### config.mk
export PLATFORM = sky130hd
export DESIGN_NAME = mod_counter
export DESIGN_NICKNAME = d
export VERILOG_FILES = /design/src/rtl/counter_pkg.sv /design/src/rtl/tick_gen.sv /design/src/rtl/mod_counter.sv
export SDC_FILE = /design/constraint.sdc
export NUM_CORES = 1
export LEC_CHECK = 0
export BUFFER_PORTS_ARGS = -buffer_cell sky130_fd_sc_hd__buf_2
export CAP_MARGIN = 20
export CORE_MARGIN = 2
export CORE_UTILIZATION = 25
export DETAILED_ROUTE_END_ITERATION = 8
export GPL_ROUTABILITY_DRIVEN = 0
export PLACE_DENSITY = 0.47
export SETUP_SLACK_MARGIN = 0.02
export SYNTH_ARGS = -nofsm -noshare
export SYNTH_HDL_FRONTEND = slang
export SYNTH_HIERARCHICAL = 1
export SYNTH_SLANG_ARGS = --single-unit
export TNS_END_PERCENT = 100
### constraint.sdc
create_clock -name clk -period 2.2 [get_ports clk]
set_input_delay 0.22 -clock clk [delete_from_list [all_inputs] [get_ports clk]]
set_output_delay 0.22 -clock clk [all_outputs]
set_load 0.1 [all_outputs]
### src/rtl/counter_pkg.sv
// counter_pkg: boundary-mode type shared by the counter and its bench.
package counter_pkg;
   typedef enum logic {MODE_WRAP = 1'b0, MODE_SAT = 1'b1} mode_t;
endpackage

### src/rtl/tick_gen.sv
// tick_gen: prescaler that emits one tick every DIV enabled cycles.
module tick_gen #(
   parameter int DIV = 1
) (
   input  logic clk,
   input  logic rst,
   input  logic en,
   input  logic sync_clr,
   output logic tick
);
   localparam int PW = (DIV > 1) ? $clog2(DIV) : 1;
   localparam logic [PW-1:0] LAST = PW'(DIV - 1);
   logic [PW-1:0] pre;
   if (DIV < 1) begin : g_bad_div
      $error("tick_gen: DIV must be >= 1");
   end
   assign tick = en && (pre == LAST);
   always_ff @(posedge clk or posedge rst)
      if (rst) pre <= '0;
      else if (sync_clr) pre <= '0;
      else if (en) pre <= tick ? '0 : pre + 1'b1;
endmodule

### src/rtl/mod_counter.sv
// mod_counter: prescaled modulo up/down counter with wrap or saturate
// boundary handling and a registered terminal-count pulse.
module mod_counter
   import counter_pkg::*;
#(
   parameter int    WIDTH   = 4,
   parameter int    MODULUS = 16,
   parameter int    DIV     = 1,
   parameter mode_t MODE    = MODE_WRAP
) (
   input  logic             clk,
   input  logic             rst,
   input  logic             en,
   input  logic             up,
   input  logic             clr,
   input  logic             load,
   input  logic [WIDTH-1:0] load_val,
   output logic [WIDTH-1:0] count,
   output logic             tc
);
   localparam logic [WIDTH-1:0] MAX = WIDTH'(MODULUS - 1);
   if (MODULUS < 2 || longint'(MODULUS) > (longint'(1) << WIDTH) || DIV < 1) begin : g_bad_param
      $error("mod_counter: illegal MODULUS or DIV");
   end
   logic             tick, at_edge;
   logic [WIDTH-1:0] step, nxt, lim;
   tick_gen #(.DIV(DIV)) u_tick (
      .clk      (clk),
      .rst      (rst),
      .en       (en),
      .sync_clr (clr | load),
      .tick     (tick)
   );
   // at_edge marks a boundary step; nxt is the value taken on a tick
   always_comb begin
      at_edge = up ? (count == MAX) : (count == '0);
      step    = up ? count + 1'b1 : count - 1'b1;
      nxt     = at_edge ? ((MODE == MODE_SAT) ? count : (up ? '0 : MAX)) : step;
      lim     = (load_val > MAX) ? MAX : load_val;
   end
   always_ff @(posedge clk or posedge rst)
      if (rst) begin
         count <= '0;
         tc    <= 1'b0;
      end else if (clr) begin
         count <= '0;
         tc    <= 1'b0;
      end else if (load) begin
         count <= lim;
         tc    <= 1'b0;
      end else if (tick) begin
         count <= nxt;
         tc    <= at_edge;
      end else
         tc <= 1'b0;
endmodule

==> impl_results.html <==
<table>
<tr><th>Metric</th><th>Value</th></tr>
<tr><th colspan="2">Finish</th></tr>
<tr><td>Share of the core filled with cells in the final layout</td><td>34.7%</td></tr>
<tr><td>Net count of the finished layout</td><td>84</td></tr>
<tr><td>Layout cells sized above 1</td><td>37.1%</td></tr>
<tr><td>Most used cells in the layout excluding fill and tap cells</td><td>14 x sky130_fd_sc_hd__buf_2, 6 x sky130_fd_sc_hd__nor2_1, 6 x sky130_fd_sc_hd__a21oi_1, 6 x sky130_fd_sc_hd__inv_1</td></tr>
<tr><td>Number of cells in the finished layout apart from fillers</td><td>95</td></tr>
<tr><td>Most common library cell in the layout ignoring fill and taps</td><td>sky130_fd_sc_hd__buf_2</td></tr>
<tr><td>Antenna Cells</td><td>0</td></tr>
<tr><td>Relative area change from synthesis to final layout</td><td>29.5%</td></tr>
<tr><td>Number of filler instances in the final layout</td><td>202</td></tr>
<tr><th colspan="2">Critical path</th></tr>
<tr><td>Startpoint kind of the worst setup timing path</td><td>flip-flop</td></tr>
<tr><td>Worst Path Max Fanout</td><td>8</td></tr>
<tr><td>Crit path buf inv count</td><td>1</td></tr>
<tr><td>Crit path largest cell delay</td><td>520 ps</td></tr>
<tr><td>CP Data Required Time</td><td>2370 ps</td></tr>
<tr><td>Type of element capturing the critical path</td><td>flip-flop</td></tr>
<tr><td>Master of the slowest instance on the critical path</td><td>sky130_fd_sc_hd__dfrtp_4</td></tr>
<tr><td>Class of the most critical setup path</td><td>reg2reg</td></tr>
<tr><td>Gate family responsible for the most delay along the worst path</td><td>flip-flops</td></tr>
<tr><td>Sequence of cells on the critical path</td><td>inv_1, fa_1, or2_2, a311oi_1, a21oi_1, nor2_1</td></tr>
<tr><td>Critical Path AT</td><td>2030 ps</td></tr>
<tr><th colspan="2">Clock network</th></tr>
<tr><td>Latest clock arrival within the worst-skew pair</td><td>250 ps</td></tr>
<tr><td>Clk sink count</td><td>6</td></tr>
<tr><td>Maximum count of clock buffers along a single path</td><td>2</td></tr>
<tr><td>CTS tree</td><td>done</td></tr>
<tr><td>Clock transition at path regs</td><td>50 ps</td></tr>
<tr><td>Cell chosen for the clock root</td><td>sky130_fd_sc_hd__clkbuf_4</td></tr>
<tr><td>Buffer count from post-CTS setup fixing</td><td>0</td></tr>
<tr><td>H-tree levels</td><td>1</td></tr>
<tr><td>Total clock buffers created by CTS</td><td>3</td></tr>
<tr><th colspan="2">Yosys</th></tr>
<tr><td>Post-Synthesis Mean Instance Area</td><td>8.73 um2</td></tr>
<tr><td>EDFF count, synth</td><td>0</td></tr>
<tr><td>FF+latch count, synth</td><td>6</td></tr>
<tr><td>Primary FF master, synth</td><td>sky130_fd_sc_hd__dfrtp_1</td></tr>
<tr><td>Proportion of synthesized chip area in sequential cells</td><td>32.4%</td></tr>
<tr><td>Mapped Nets</td><td>66</td></tr>
<tr><td>Share of async-settable or async-resettable flops after synthesis</td><td>100%</td></tr>
<tr><td>YS warnings</td><td>6</td></tr>
<tr><td>Post-synthesis instance total</td><td>53</td></tr>
<tr><td>Post-synthesis cell type count</td><td>26</td></tr>
<tr><td>Cell area after synthesis</td><td>463 um2</td></tr>
<tr><th colspan="2">Global route</th></tr>
<tr><td>Global-route wire length before repair</td><td>1660 um</td></tr>
<tr><td>Overall fraction of global-route tracks in use</td><td>10.9%</td></tr>
<tr><td>Final global-route overflow total</td><td>0</td></tr>
<tr><td>Vias in the first global route</td><td>405</td></tr>
<tr><td>Antenna violations before repair</td><td>0</td></tr>
<tr><td>Maximum number of pins on one net before global-route repair</td><td>9</td></tr>
<tr><th colspan="2">Timing</th></tr>
<tr><td>Setup TNS after final layout</td><td>0 ps</td></tr>
<tr><td>RSZ-0062 raised after global routing</td><td>false</td></tr>
<tr><td>Final number of setup-violating endpoints</td><td>0</td></tr>
<tr><td>Max-slew violation count</td><td>0</td></tr>
<tr><td>Highest achievable clock rate</td><td>537 MHz</td></tr>
<tr><td>Final critical path time including I/O delays and setup</td><td>1860 ps</td></tr>
<tr><td>Slew of the pin with the lowest slew margin</td><td>483 ps</td></tr>
<tr><td>Post-Route Skew</td><td>4.52 ps</td></tr>
<tr><td>Slew HR</td><td>68.0%</td></tr>
<tr><td>Share of the cycle needed by the critical path after routing</td><td>84.7%</td></tr>
<tr><td>Final-layout worst hold slack</td><td>147 ps</td></tr>
<tr><td>Final count of hold timing violations</td><td>0</td></tr>
<tr><th colspan="2">Drt</th></tr>
<tr><td>DRC marker count from the first detailed-route iteration</td><td>1</td></tr>
<tr><td>Top sig layer</td><td>met3</td></tr>
<tr><td>Detailed-routed wire length on met3</td><td>56 um</td></tr>
<tr><td>DRC</td><td>0</td></tr>
<tr><td>Final routed wirelength across all metal layers</td><td>1010 um</td></tr>
<tr><td>Detailed-route wire length per cell</td><td>10.6 um</td></tr>
<tr><td>Detailed route wirelength on metal2</td><td>491 um</td></tr>
<tr><td>Post-route ant nets</td><td>0</td></tr>
<tr><td>First-pass iteration count of the detailed router</td><td>2</td></tr>
<tr><td>Via count</td><td>425</td></tr>
<tr><td>Routed metal-1 wirelength</td><td>458 um</td></tr>
<tr><td>Via density per instance</td><td>4.47</td></tr>
<tr><th colspan="2">Floorplan</th></tr>
<tr><td>Floorplan core area</td><td>1730 um2</td></tr>
<tr><td>Std cell rows</td><td>15</td></tr>
<tr><td>Die Wd</td><td>47.0 um</td></tr>
<tr><td>Floorplan die area</td><td>2210 um2</td></tr>
<tr><td>Initial core utilization</td><td>26.8%</td></tr>
<tr><td>Boundary Pins</td><td>15</td></tr>
<tr><td>Die Y-Extent</td><td>47.0 um</td></tr>
<tr><th colspan="2">Power and ir drop</th></tr>
<tr><td>PnR Total Power</td><td>0.381 mW</td></tr>
<tr><td>Static Leakage</td><td>0.286 nW</td></tr>
<tr><td>Highest ir drop seen on vdd</td><td>0.253 mV</td></tr>
<tr><td>PD cells</td><td>635 nW/um2</td></tr>
<tr><th colspan="2">Run status</th></tr>
<tr><td>Outcome</td><td>finished, final reports clean</td></tr>
<tr><th colspan="2">Run</th></tr>
<tr><td>Maximum Capacitance Violations</td><td>0</td></tr>
<tr><th colspan="2">Placement</th></tr>
<tr><td>Buffers on Ports</td><td>14</td></tr>
<tr><td>Number of cells after detailed placement</td><td>90</td></tr>
<tr><td>Sum of net half-perimeters after detailed placement</td><td>796 um</td></tr>
<tr><th colspan="2">Worst hold path</th></tr>
<tr><td>Worst Hold Class</td><td>in2reg</td></tr>
</table>
Yosys cell counts, types with 2 or more instances:
cell	n	area, um2
sky130_fd_sc_hd__a21oi_1	6	30.0
sky130_fd_sc_hd__dfrtp_1	6	150
sky130_fd_sc_hd__inv_1	6	22.5
sky130_fd_sc_hd__nor2_1	6	22.5
sky130_fd_sc_hd__nand2_1	3	11.3
sky130_fd_sc_hd__xnor2_1	3	26.3
sky130_fd_sc_hd__a21o_1	2	15.0
sky130_fd_sc_hd__clkbuf_1	2	7.51
sky130_fd_sc_hd__ha_1	2	25.0
metrics by stage:
stage	setup slack, ps	instance area (um2)
final	337	599
after global routing	213	599
after CTS	326	599
after detailed placement	306	563
after global placement	365	563
after floorplan	9.05	469
path summary, 6_finish.rpt:
kind	start	end	slack, ps	cells past startpoint
setup / recovery	count[0]	count[1]	340	6
hold / removal	en	u_tick/pre	150	2
setup reg to reg	count[0]	count[1]	340	6
hold reg to reg	u_tick/pre	u_tick/pre	520	1
max in group asynchronous	rst	count[0]	1570	3
min in group asynchronous	rst	u_tick/pre	360	3
state kept, by name (all words and copies together) (netlist names):
register    count
count           4
tc              1
u_tick/pre      1
cell families after synthesis:
group	after synthesis	synth area share, %
multiplexers	2	4.59
adder cells (fa/ha/maj)	3	9.73
buffers and inverters	8	6.49
XOR/XNOR	3	5.68
flip-flops	6	32.4
AND/OR/NAND/NOR	18	23.5
AO/OA/AOI/OAI	13	17.6
cell type report:
type	instances	area (um2)	share of cell area [%]
Tap cell	25	31.3	5.22
Multi-Input combinational cell	39	283	47.2
Clock buffer	4	26.3	4.38
Inverter	6	22.5	3.76
Timing Repair Buffer	15	80.1	13.4
Sequential cell	6	156	26.1
power breakdown:
group,internal (mW),switching (mW)
combinational,0.0475,0.0914
clock,0.0689,0.0422
sequential,0.119,0.0117
routing by layer:
layer | global-route usage, % | vias up
met5 | 0 | -
met4 | 1.67 | 0
met3 | 6.15 | 0
met2 | 17.3 | 9
met1 | 13.3 | 200
li1 | - | 216
repair_timing:
action | CTS | global route
hold endpoints to repair | 6 | 0
gates resized for setup | 0 | 0
hold buffers | 1 | 0
Note: power is estimated with default switching activity, not from simulation.
